`src/rtl/fetch_pkg.sv`:
```
// Shared types and constants for the instruction-fetch stage.
package fetch_pkg;

  typedef enum logic [1:0] {
    BOOT  = 2'd0,
    REQ   = 2'd1,
    HOLD  = 2'd2,
    FAULT = 2'd3
  } fetch_state_t;

  localparam logic [31:0] NOP_INSTR = 32'h0000_0013;
  localparam logic [31:0] PC_STEP   = 32'd4;

endpackage

```
`src/rtl/fetch_pc_next.sv`:
```
// Next-PC select for the fetch stage: hold, sequential +4, or word-aligned
// redirect target. When FETCH_ALIGN_CHECK_EN is defined it also flags a
// redirect target whose low two bits are non-zero.
module fetch_pc_next
  import fetch_pkg::*;
(
  input  logic [31:0] i_pc,
  input  logic [31:0] i_redirect_pc,
  input  logic        i_inc,
  input  logic        i_redirect,
`ifdef FETCH_ALIGN_CHECK_EN
  output logic        o_misaligned,
`endif
  output logic [31:0] o_next_pc
);

  // Redirect outranks the sequential step; low target bits are masked off.
  always_comb begin
    o_next_pc = i_pc;
    if (i_redirect) begin
      o_next_pc = i_redirect_pc & 32'hFFFF_FFFC;
    end else if (i_inc) begin
      o_next_pc = i_pc + PC_STEP;
    end
  end

`ifdef FETCH_ALIGN_CHECK_EN
  assign o_misaligned = |i_redirect_pc[1:0];
`endif

endmodule

```
`src/rtl/fetch_unit.sv`:
```
// Instruction-fetch stage: owns the PC, requests words from the instruction
// memory, and buffers one instruction for decode behind a valid/ready
// handshake. Branch/jump redirects override everything except reset.
// Optional feature macro: FETCH_ALIGN_CHECK_EN (misaligned-redirect fault).
module fetch_unit
  import fetch_pkg::*;
#(
  parameter logic [31:0] RESET_PC  = 32'h0000_0000,
  parameter int          IM_ADDR_W = 5
) (
  input  logic                 clk,
  input  logic                 nRst,
  input  logic                 pc_enable,
  input  logic [31:0]          instr_in,
  output logic [IM_ADDR_W-1:0] address_IM,
  output logic                 fetch_req,
  output logic [31:0]          instr_out,
  output logic [31:0]          pc_out,
  output logic                 instr_valid,
  input  logic                 instr_ready,
  input  logic                 redirect_valid,
  input  logic [31:0]          redirect_pc,
  output logic                 misalign_fault
);

  fetch_state_t r_state;
  logic [31:0]  r_pc;
  logic [31:0]  r_instr;
  logic [31:0]  r_pc_out;
  logic         r_valid;
  logic         r_fetch_req;
  logic [31:0]  w_next_pc;
  logic         w_inc;
`ifdef FETCH_ALIGN_CHECK_EN
  logic         r_fault;
  logic         w_misaligned;
`endif

  // Advance the PC only when decode consumes the buffered instruction.
  assign w_inc = (r_state == HOLD) && instr_ready;

  fetch_pc_next u_pc_next (
    .i_pc          (r_pc),
    .i_redirect_pc (redirect_pc),
    .i_inc         (w_inc),
    .i_redirect    (redirect_valid),
`ifdef FETCH_ALIGN_CHECK_EN
    .o_misaligned  (w_misaligned),
`endif
    .o_next_pc     (w_next_pc)
  );

  // Fetch FSM, PC and one-entry instruction buffer; redirect wins over
  // any in-flight memory response or handshake.
  always_ff @(posedge clk) begin
    if (!nRst) begin
      r_state     <= BOOT;
      r_pc        <= RESET_PC;
      r_instr     <= NOP_INSTR;
      r_pc_out    <= RESET_PC;
      r_valid     <= 1'b0;
      r_fetch_req <= 1'b0;
`ifdef FETCH_ALIGN_CHECK_EN
      r_fault     <= 1'b0;
`endif
    end else if (redirect_valid) begin
      r_pc    <= w_next_pc;
      r_valid <= 1'b0;
`ifdef FETCH_ALIGN_CHECK_EN
      if (w_misaligned) begin
        r_state     <= FAULT;
        r_fault     <= 1'b1;
        r_fetch_req <= 1'b0;
      end else begin
        r_state     <= REQ;
        r_fault     <= 1'b0;
        r_fetch_req <= 1'b1;
      end
`else
      r_state     <= REQ;
      r_fetch_req <= 1'b1;
`endif
    end else begin
      case (r_state)
        BOOT: begin
          r_state     <= REQ;
          r_fetch_req <= 1'b1;
        end
        REQ: begin
          if (pc_enable) begin
            r_instr     <= instr_in;
            r_pc_out    <= r_pc;
            r_valid     <= 1'b1;
            r_fetch_req <= 1'b0;
            r_state     <= HOLD;
          end
        end
        HOLD: begin
          if (instr_ready) begin
            r_pc        <= w_next_pc;
            r_valid     <= 1'b0;
            r_fetch_req <= 1'b1;
            r_state     <= REQ;
          end
        end
        // FAULT is only left through an aligned redirect or reset.
        default: begin
          r_state <= r_state;
        end
      endcase
    end
  end

  assign address_IM  = r_pc[IM_ADDR_W+1:2];
  assign fetch_req   = r_fetch_req;
  assign instr_out   = r_instr;
  assign pc_out      = r_pc_out;
  assign instr_valid = r_valid;
`ifdef FETCH_ALIGN_CHECK_EN
  assign misalign_fault = r_fault;
`else
  assign misalign_fault = 1'b0;
`endif

endmodule

```
`config.mk`:
```
export PLATFORM = sky130hd
export DESIGN_NAME = fetch_unit
export DESIGN_NICKNAME = d
export VERILOG_FILES = /design/src/rtl/fetch_pkg.sv /design/src/rtl/fetch_pc_next.sv /design/src/rtl/fetch_unit.sv
export SDC_FILE = /design/constraint.sdc
export NUM_CORES = 1
export LEC_CHECK = 0
export CAP_MARGIN = 20
export CELL_PAD_IN_SITES_DETAIL_PLACEMENT = 1
export CELL_PAD_IN_SITES_GLOBAL_PLACEMENT = 2
export CORE_ASPECT_RATIO = 1.4
export CORE_UTILIZATION = 28
export CTS_CLUSTER_DIAMETER = 150
export DETAILED_ROUTE_END_ITERATION = 8
export HOLD_SLACK_MARGIN = 0.12
export PLACE_DENSITY_LB_ADDON = 0.3
export SYNTH_ARGS = -nofsm -noshare
export SYNTH_HDL_FRONTEND = slang
export SYNTH_SLANG_ARGS = --single-unit
```
`constraint.sdc`:
```
create_clock -name clk -period 4 [get_ports clk]
set_clock_uncertainty 0.1 [all_clocks]
set_input_delay 1 -clock clk [delete_from_list [all_inputs] [get_ports clk]]
set_output_delay 1 -clock clk [all_outputs]
set_load 0.03 [all_outputs]
```
# Word level (Yosys, flattened, before mapping)
# Index checks and enable logic that the tools add are counted.
# totals
reg_bits	100
inputBits	69
out_inout_bits	72
elab_cells	45
# op_classes
addsub	1
n_eq_ne	6
mux	16
bitwise_logic	2
reduce_logical	13
# ops
op	count
two-way mux 32 bit	5
adder 32 x 3 -> 32 bit (second input constant)	1
AND reduction 3 bit	4
two-way mux 1 bit	6
!= test 3 bit (second input constant)	2
case mux 2 bit (3 select lines)	1
nonzero test 2 bit	3
two-way mux 2 bit	2
!= test 2 bit (second input constant)	2
nonzero test 4 bit	1
case mux 1 bit (3 select lines)	1
nonzero test 3 bit	1
== test 2 x 1 -> 1 bit (second input constant)	1
== test 2 bit (second input constant)	1
logical NOT 2 bit	1
inverter 1 bit	2
case mux 1 bit (2 select lines)	1
AND reduction 2 bit	1
OR reduction 2 bit	1
logical AND 1 bit	1

# Longest topological paths before layout
# Gate-level depths: netlist of the first run.
# logic_depth
ltp_word	7
depth_mapped	6
ltp_nobuf	5

# Cells and area by module
# Synthesis of the first run repeated with hierarchy kept, for this count alone.
# unflattened
hier_cells	583
area_unflattened_um2	4697.0
# by_module_without_submodules
mod	instances	cells_each	area_per_inst_um2	seq_area_each_um2
fetch_unit	1	406	3648.5	1981.9
fetch_pc_next	1	177	1048.5	0.0

# Worst setup path before layout of the first run
# Ideal clock, no wire load.
# synth_path
path_type	in2reg
start	input instr_ready
end	register r_pc[29]
setup_ns	0.116
t_arrival_ns	2.381
t_required_ns	3.784
setup_slack_ns	1.403
cell_stages	5
path_buffers	1
path_cell_list	nand3b_1 > or4_1 > buf_2 > or4_1 > and3_1
# synth_via
elab_chain_cells	6
elab_cells_between_ends	8
cone_classes	mux: 5; reduce/logical: 3
# synth_lines
item	line	rtl
start: declaration	fetch_unit.sv:20	input logic instr_ready,
logical AND 1 bit	fetch_unit.sv:40	assign w_inc = (r_state == HOLD) && instr_ready;
two-way mux 32 bit	fetch_pc_next.sv:22	end else if (i_inc) begin
two-way mux 32 bit	fetch_pc_next.sv:20	if (i_redirect) begin
two-way mux 32 bit	fetch_unit.sv:99	if (instr_ready) begin
two-way mux 32 bit	fetch_unit.sv:84	case (r_state)
two-way mux 32 bit	fetch_unit.sv:66	end else if (redirect_valid) begin
end signal: assignment	fetch_unit.sv:67	r_pc <= w_next_pc;
end signal: assignment	fetch_unit.sv:100	r_pc <= w_next_pc;
end: declaration	fetch_unit.sv:27	logic [31:0] r_pc;
# Several ways; a longest one is shown, not always the timed one. The select of a mux whose other input is x is not followed.
# A chain may end at the register's enable or synchronous reset.

# Final worst setup path of the first run
# Same ends and word-level chain as after synthesis.

==> results.toml, run 1 <==
[worst_setup_path]
slowest_stage = "or4_1"
path_class = "in -> reg"
cp-start-kind = "input port"
cp.arrival_ns = 3.23
critPathTopFamily = "simple AND/OR/NAND/NOR gates"
crit_top_cell = "or4_1"
crit_required_ns = 4.13
end_kind = "flip-flop"
critPathBufInv = 1
crit_path_max_incr_delay_ns = 0.86
crit_chain = "clkdlybuf4s50_1 -> nand3b_1 -> or4_1 -> or4_1 -> and3_1"
cp_max_fo = 18

[finish]
drive_gt1_frac = 0.0521
diodes = 0
synthToLayoutAreaGrowth_pct = 41.8
nets = 698

[global_routing]
grt_pass1_wl_um = 21000
grt_pass1_vias = 4162
antenna_found_initial = 0
grt_util_met2 = 0.310
globalRoute.busiestLayer = "met2"
grt_overflow = 0
grt_util_all_layers = 0.169
grtUsageMet1 = 0.198
grt_max_degree = 66
grtUsageMet3 = 0.0269

[clock_network]
path_clk_slew_ns = 0.07
htreeDepth = 3
post_cts_resize_count = 0
cts_root_buf = "clkbuf_16"
cts_num_sinks = 95
cts_buffers = 9
ctsHoldBuffers = 0
cts_buffer_depth = 2
cts_setup_buffers = 0
cts_tree = "built"
clock_latency_ns = 0.34

[job]
cap_viol_max_count = 0

[synth]
yosysMostFrequentCell = "nand2_1"
synth_edf_count = 0
netlist_instances = 518
synth-xor-area-share = 0.0165
synth-compound-area-share = 0.219
ys_ff_latch = 95
synth_top_area_share = 0.449
ys_warn_count = 0
synth_top_family_by_area = "simple AND/OR/NAND/NOR gates"
synth.distinct_cells = 50
yosys.area.top_type = "dfxtp_1"
synth_simple_gate_area_share = 0.257
yosys_most_used_dff = "dfxtp_1"
synthAdderAreaFrac = 0.00295
muxShareOfSynthArea = 0
ys_seq_area_frac = 0.449
syn_avg_cell_area_um2 = 8.18
synthTopCellsByArea = "dfxtp_1 45%, nand2_1 12%, a21boi_0 11%"
syn-cell-area_um2 = 4240
synth_common_cells = "138 x nand2_1, 95 x dfxtp_1, 60 x a21boi_0, 36 x clkbuf_1, 24 x o21ai_0"
synthArstFlopShare = 0

[route]
vias = 4091
dr.pass1.iters = 4
avgRoutedWirePerCell_um = 15.6
drt_iter0_drc = 131
via_per_inst = 4.98
final_antenna_net_count = 0
routed_wl_um = 12800
drc = 0

[sta]
tightest_slew_ns = 0.930
drv_slew = 0
grt_setup_unrepaired = "false"
finalSetupTns_ns = 0
hold_violations = 0
setup_viol = 0
fin_hold_ws_ns = 0.362
relSlewSlack = 0.374
max_freq_ghz = 0.323
finalCritPeriodShare = 0.775
period_needed_ns = 3.10

[floorplanning]
dieArea_um2 = 15600
die_y_um = 148
num_io_pins = 141
start_util = 0.290
num_rows = 52
die_x_um = 106
coreArea_um2 = 14600

[power]
p_per_area_nw_per_um2 = 361
vdd_ir_drop_max_uv = 234
power_leakage_nw = 2.02

[placement]
place.gp.congestion = 0.743
dp_hpwl_um = 9300
portBuffers = 135

[run_status]
status = "complete, no violations"

[hold_path]
hp-class = "reg -> reg"
## tightest hold or removal path, stage by stage (launching register included)
cell and delay, ns:
dfxtp_1 0.31, inv_1 0.05, a211oi_1 0.05
## power by group
group	switching (mW)	total [mW]	internal [mW]
Clock	0.377	0.860	0.483
Sequential	0.0431	1.03	0.984
Combinational	0.139	0.281	0.143
Total	0.558	2.17	1.61
## flip-flops by register name (all words and copies together), names as in the netlist
register / count
instr_out: 32
pc_out: 30
r_pc: 30
r_state: 2
instr_valid: 1
## layer usage
metal	wire, um	part of all wire
met5	0	0
met4	148	0.012
met3	479	0.037
met2	6690	0.52
met1	5510	0.43
## final cells by class
type | count | area [um2]
sequential | 95 | 1900
fill | 1732 | 8630
timing repair buffer | 143 | 1430
multi-input combinational | 372 | 2120
clock inverter | 6 | 61.3
clock buffer | 10 | 229
inverter | 7 | 26.3
tap | 189 | 236
## cell families after synthesis
| kind of cell | after synthesis |
|---|---|
| adder cells (fa/ha/maj) | 1 |
| XOR/XNOR | 8 |
| AO/OA/AOI/OAI | 130 |
| flip-flops | 95 |
| AND/OR/NAND/NOR | 230 |
| buffers and inverters | 53 |
| other | 1 |
## stage by stage
step	worst slack (ns)	utilization	cell area, um2	power, mW	std cells
after floorplan	1.40	-	4250	1.19	520
after global placement	0.546	0.391	5720	1.33	806
after detailed placement	0.544	0.391	5720	1.33	806
after CTS	0.900	0.411	6010	2.20	822
after global routing	0.813	0.411	6010	2.27	822
final	0.900	0.411	6010	2.17	822
## cell usage in the layout (no fill, tap or decap), types with 4 or more instances in the layout
master	n
nand4_1	11
clkbuf_16	9
a31oi_1	9
dfxtp_1	95
o21ai_0	24
clkdlybuf4s50_1	134
nor4_1	7
nand2_1	138
a21oi_1	5
nor2_1	6
a21boi_0	60
nand3_1	15
o31ai_1	4
buf_4	6
xnor2_1	5
nor3_1	10
or3_1	7
or4_1	8
and4_1	4
nand2b_1	7
o211a_1	6
inv_1	6
## final timing paths
check                 to  cells after the start  slack (ns)         from
max             r_pc[29]                      5        0.90  instr_ready
min          instr_valid                      2        0.36  instr_valid
max reg2reg     r_pc[29]                      4        1.53      r_pc[5]
min reg2reg  instr_valid                      2        0.36  instr_valid
Power figures use the tool's default switching activity.
==> run 2: changes to the inputs <==
Settings changed: CORE_UTILIZATION 28 to 26.
Clock period 4 ns to 3.2 ns, I/O delays scaled along.
==> run 2 against run 1 <==
Against the previous run:
- register-to-register slack got worse by 0.73 ns
- wire length grew 1.8%
- die area increased by 7.6%
- largest cell class unchanged
==> results.toml, run 2 (same netlist as run 1, synthesis figures left out) <==
[route]
via_per_inst = 4.86
final_antenna_net_count = 0
drt_iter0_drc = 155
drc = 0
routed_wl_um = 13100
dr.pass1.iters = 4
avgRoutedWirePerCell_um = 15.6
vias = 4062

[placement]
dp_hpwl_um = 9260
place.gp.congestion = 0.773
dpl_cell_area_um2 = 5750
portBuffers = 135

[finish]
nFillCells = 1869
final_cell_mix = "138 x nand2_1, 134 x clkdlybuf4s50_1, 95 x dfxtp_1, 60 x a21boi_0, 24 x o21ai_0"
regArea_um2 = 1900
diodes = 0
multi_input_area_um2 = 2120
synthToLayoutAreaGrowth_pct = 42.1
final_cell_area_um2 = 6020
largest_reg_flops = 32
final_common_cell = "nand2_1"
nets = 704
drive_gt1_frac = 0.0610

[sta]
fin_hold_ws_ns = 0.362
tightest_slew_ns = 0.688
max_freq_ghz = 0.363
relSlewSlack = 0.541
drv_slew = 0
grt_setup_unrepaired = "false"
finalCritPeriodShare = 0.862
setup_viol = 0
period_needed_ns = 2.76
finalSetupTns_ns = 0
hold_violations = 0

[floorplanning]
die_y_um = 153
num_io_pins = 141
coreArea_um2 = 15700
die_x_um = 110
dieArea_um2 = 16800
start_util = 0.269
num_rows = 54

[power]
p_per_area_nw_per_um2 = 440
power_leakage_nw = 2.03
vdd_ir_drop_max_uv = 224

[clock_network]
cts_buffer_depth = 2
post_cts_resize_count = 0
cts_num_sinks = 95
cts_buffers = 9
htreeDepth = 3
cts_tree = "built"
ctsHoldBuffers = 0
cts_setup_buffers = 0
path_clk_slew_ns = 0.07
cts_root_buf = "clkbuf_16"
clock_latency_ns = 0.34

[worst_setup_path]
slowest_stage = "or4_1"
cp_max_fo = 11
crit_chain = "clkdlybuf4s50_1 -> nand3b_1 -> buf_4 -> or4_1 -> or4_1 -> a31oi_1"
cp.arrival_ns = 2.93
crit_path_max_incr_delay_ns = 0.68
end_kind = "flip-flop"
crit_required_ns = 3.37
cp-start-kind = "input port"
crit_top_cell = "or4_1"
path_class = "in -> reg"

[job]
cap_viol_max_count = 0

[global_routing]
grt_util_all_layers = 0.158
grt_max_degree = 63
grt_overflow = 0
grt_pass1_wl_um = 20900
antenna_found_initial = 0
grt_pass1_vias = 4141

[run_status]
status = "complete, no violations"

[hold_path]
hp-class = "reg -> reg"
-- run 2: cell types whose count changed in the layout (fill, tap and decap cells not counted) --
cell,previous run,this run
buf_12,2,0
buf_4,6,14
bufinv_16,1,0
clkbuf_8,0,1
clkinv_2,3,2
clkinvlp_4,1,2
-- run 2: worst paths after layout --
path / end / cells past startpoint / slack [ns] / startpoint
max: r_pc[24] / 6 / 0.44 / instr_ready
min reg2reg: pc_out[20] / 2 / 0.36 / pc_out[20]
min: pc_out[20] / 2 / 0.36 / pc_out[20]
max reg2reg: r_pc[24] / 5 / 0.80 / r_pc[3]
-- run 2: area by class of cell --
cell class              instances  share of cell area
multi-input cells             372               0.352
flip-flops and latches         95               0.316
repair buffers                149               0.241
well taps                     196              0.0407
clock buffers                  11              0.0403
clock inverters                 5             0.00561
inverters                       7             0.00436
-- run 2: worst max-delay path: cells and delay by family --
kind,cells,cell delay (ns)
compound gates,1,0.17
buf+inv,2,0.69
simple gates,3,1.26
-- run 2: layer usage --
metal,wire (um),track usage,up-vias,share of wire
met3,580,0.0290,6,0.044
li1,-,-,2031,-
met5,0,0,-,0
met1,5610,0.183,1937,0.43
met2,6720,0.288,88,0.51
met4,137,0.0438,0,0.010
-- run 2: power by group --
group | switching (mW) | internal (mW)
clock | 0.468 | 0.548
combinational | 0.174 | 0.177
sequential | 0.0540 | 1.23
-- run 2: stage by stage --
stage	util	power [mW]	std cells	setup WS (ns)
after floorplan	-	1.49	520	0.803
after global placement	0.365	1.66	819	0.137
after detailed placement	0.365	1.67	819	0.0930
after CTS	0.383	2.70	835	0.438
after global routing	0.383	2.77	835	0.360
final	0.383	2.65	835	0.443
==> run 3: changes to the inputs <==
Settings changed: CTS_CLUSTER_DIAMETER 150 to default.
Clock period 3.2 ns to 3 ns, I/O delays scaled along.
==> run 3 against run 2 <==
Against the previous run:
- utilization grew 0.41 points
- global-route usage up 0.58 points
- total power increased by 9.3%
- register-to-register slack worse by 0.19 ns
- cell count increased by 0.60%
- first-iteration DRC count down 9.0%
- sequential power increased by 7%
- non-clock buffer count rose by 5
- setup slack lost 0.14 ns
- wire length grew 2.4%
- via count increased by 1.1%
- clock power increased by 13%
- critical endpoint is now r_pc[29]
- highest routed layer unchanged
==> results.toml, run 3 (same netlist as run 1, synthesis figures left out) <==
[sta]
max_freq_ghz = 0.371
drv_slew = 0
period_needed_ns = 2.69
grt_setup_unrepaired = "false"
setup_viol = 0
tightest_slew_ns = 0.657
finalCritPeriodShare = 0.897
setup_slack_ns = 0.308
relSlewSlack = 0.562
hold_violations = 0

[clock_network]
cts_num_sinks = 95
htreeDepth = 3
cts_setup_buffers = 0
post_cts_resize_count = 0
cts_buffers = 9
path_clk_slew_ns = 0.06
cts_root_buf = "clkbuf_16"
cts_buffer_depth = 2
clock_latency_ns = 0.34
ctsHoldBuffers = 0
cts_tree = "built"

[placement]
dp_hpwl_um = 9660
place.gp.congestion = 0.802
dpl_cell_area_um2 = 5800
portBuffers = 135
pre_cts_ws_ns = -0.0400

[finish]
drive_gt1_frac = 0.0668
final_cell_mix = "138 x nand2_1, 134 x clkdlybuf4s50_1, 95 x dfxtp_1, 60 x a21boi_0, 24 x o21ai_0"
diodes = 0
synthToLayoutAreaGrowth_pct = 43.7
final_common_cell = "nand2_1"
final_cell_area_um2 = 6090
final_util = 0.387
largest_reg_flops = 32
nets = 709

[worst_setup_path]
cp.arrival_ns = 2.82
critPathBufInv = 2
slowest_stage = "or4_1"
crit_path_max_incr_delay_ns = 0.53
crit_top_cell = "or4_1"
path_class = "in -> reg"
end_kind = "flip-flop"
cp_max_fo = 15
crit_required_ns = 3.13
cp-start-kind = "input port"
crit_chain = "clkdlybuf4s50_1 -> nand3b_1 -> or4_1 -> buf_4 -> or4_1 -> and3_1"
critPathTopFamily = "simple AND/OR/NAND/NOR gates"

[floorplanning]
die_x_um = 110
start_util = 0.269
num_io_pins = 141
coreArea_um2 = 15700
die_y_um = 153
num_rows = 54
dieArea_um2 = 16800

[route]
avgRoutedWirePerCell_um = 15.9
final_antenna_net_count = 0
drt_iter0_drc = 141
drc = 0
routed_wl_um = 13400
vias = 4105
via_per_inst = 4.89
dr.pass1.iters = 4

[job]
cap_viol_max_count = 0

[global_routing]
grt_overflow = 0
grt_pass1_vias = 4274
grt_util_all_layers = 0.164
grt_max_degree = 63
antenna_found_initial = 0
grt_pass1_wl_um = 21500

[power]
power_leakage_nw = 2.07
vdd_ir_drop_max_uv = 208
p_per_area_nw_per_um2 = 476

[hold_path]
hp-class = "reg -> reg"

[run_status]
status = "complete, no violations"
## run 3: changes by cell type in the layout (fill, tap and decap cells not counted), sizes merged
cell,before,now
bufinv,0,1
clkinvlp,2,0
buf,15,20
clkbuf,11,12
## run 3: path summary, 6_finish.rpt
| kind | slack (ns) | end | cells after the start | start |
|---|---|---|---|---|
| max | 0.31 | r_pc[29] | 6 | instr_ready |
| min reg2reg | 0.36 | pc_out[31] | 2 | pc_out[31] |
| max reg2reg | 0.61 | r_pc[24] | 5 | r_pc[2] |
| min | 0.36 | pc_out[31] | 2 | pc_out[31] |
## run 3: worst reg2reg max path: stages, from the launching register on
cell and delay (ns):
dfxtp_1 0.45, ha_1 0.25, nand4_1 0.24, or4_1 0.63, or4_1 0.45, a31oi_1 0.18
## run 3: stage by stage
stage / total power, mW / hold WS (ns) / instances / TNS, ns
final: 2.90 / 0.362 / 840 / 0
after CTS: 2.95 / 0.368 / 840 / 0
after detailed placement: 1.78 / 0.359 / 824 / -0.0782
after global routing: 3.05 / 0.381 / 840 / 0
after floorplan: 1.59 / 0.363 / 520 / 0
after global placement: 1.77 / 0.351 / 824 / 0
## run 3: layer usage
layer / wire length, um / track usage
met5: 0 / 0
met4: 174 / 0.0495
met3: 591 / 0.0303
met2: 6910 / 0.297
met1: 5700 / 0.189
## run 3: power by group
group          leakage, nW  total (mW)  internal [mW]  switching (mW)
Sequential           0.776        1.37           1.31          0.0578
Clock                0.146        1.15          0.666           0.483
Combinational         1.15       0.379          0.192           0.188
Total                 2.07        2.90           2.17           0.728
## run 3: cell type report
cell class / instances / area [um2]
Inverter: 7 / 26.3
Tap cell: 196 / 245
Clock buffer: 12 / 246
Sequential cell: 95 / 1900
Timing Repair Buffer: 154 / 1500
Clock inverter: 4 / 45.0
Multi-Input combinational cell: 372 / 2120
Fill cell: 1911 / 9650
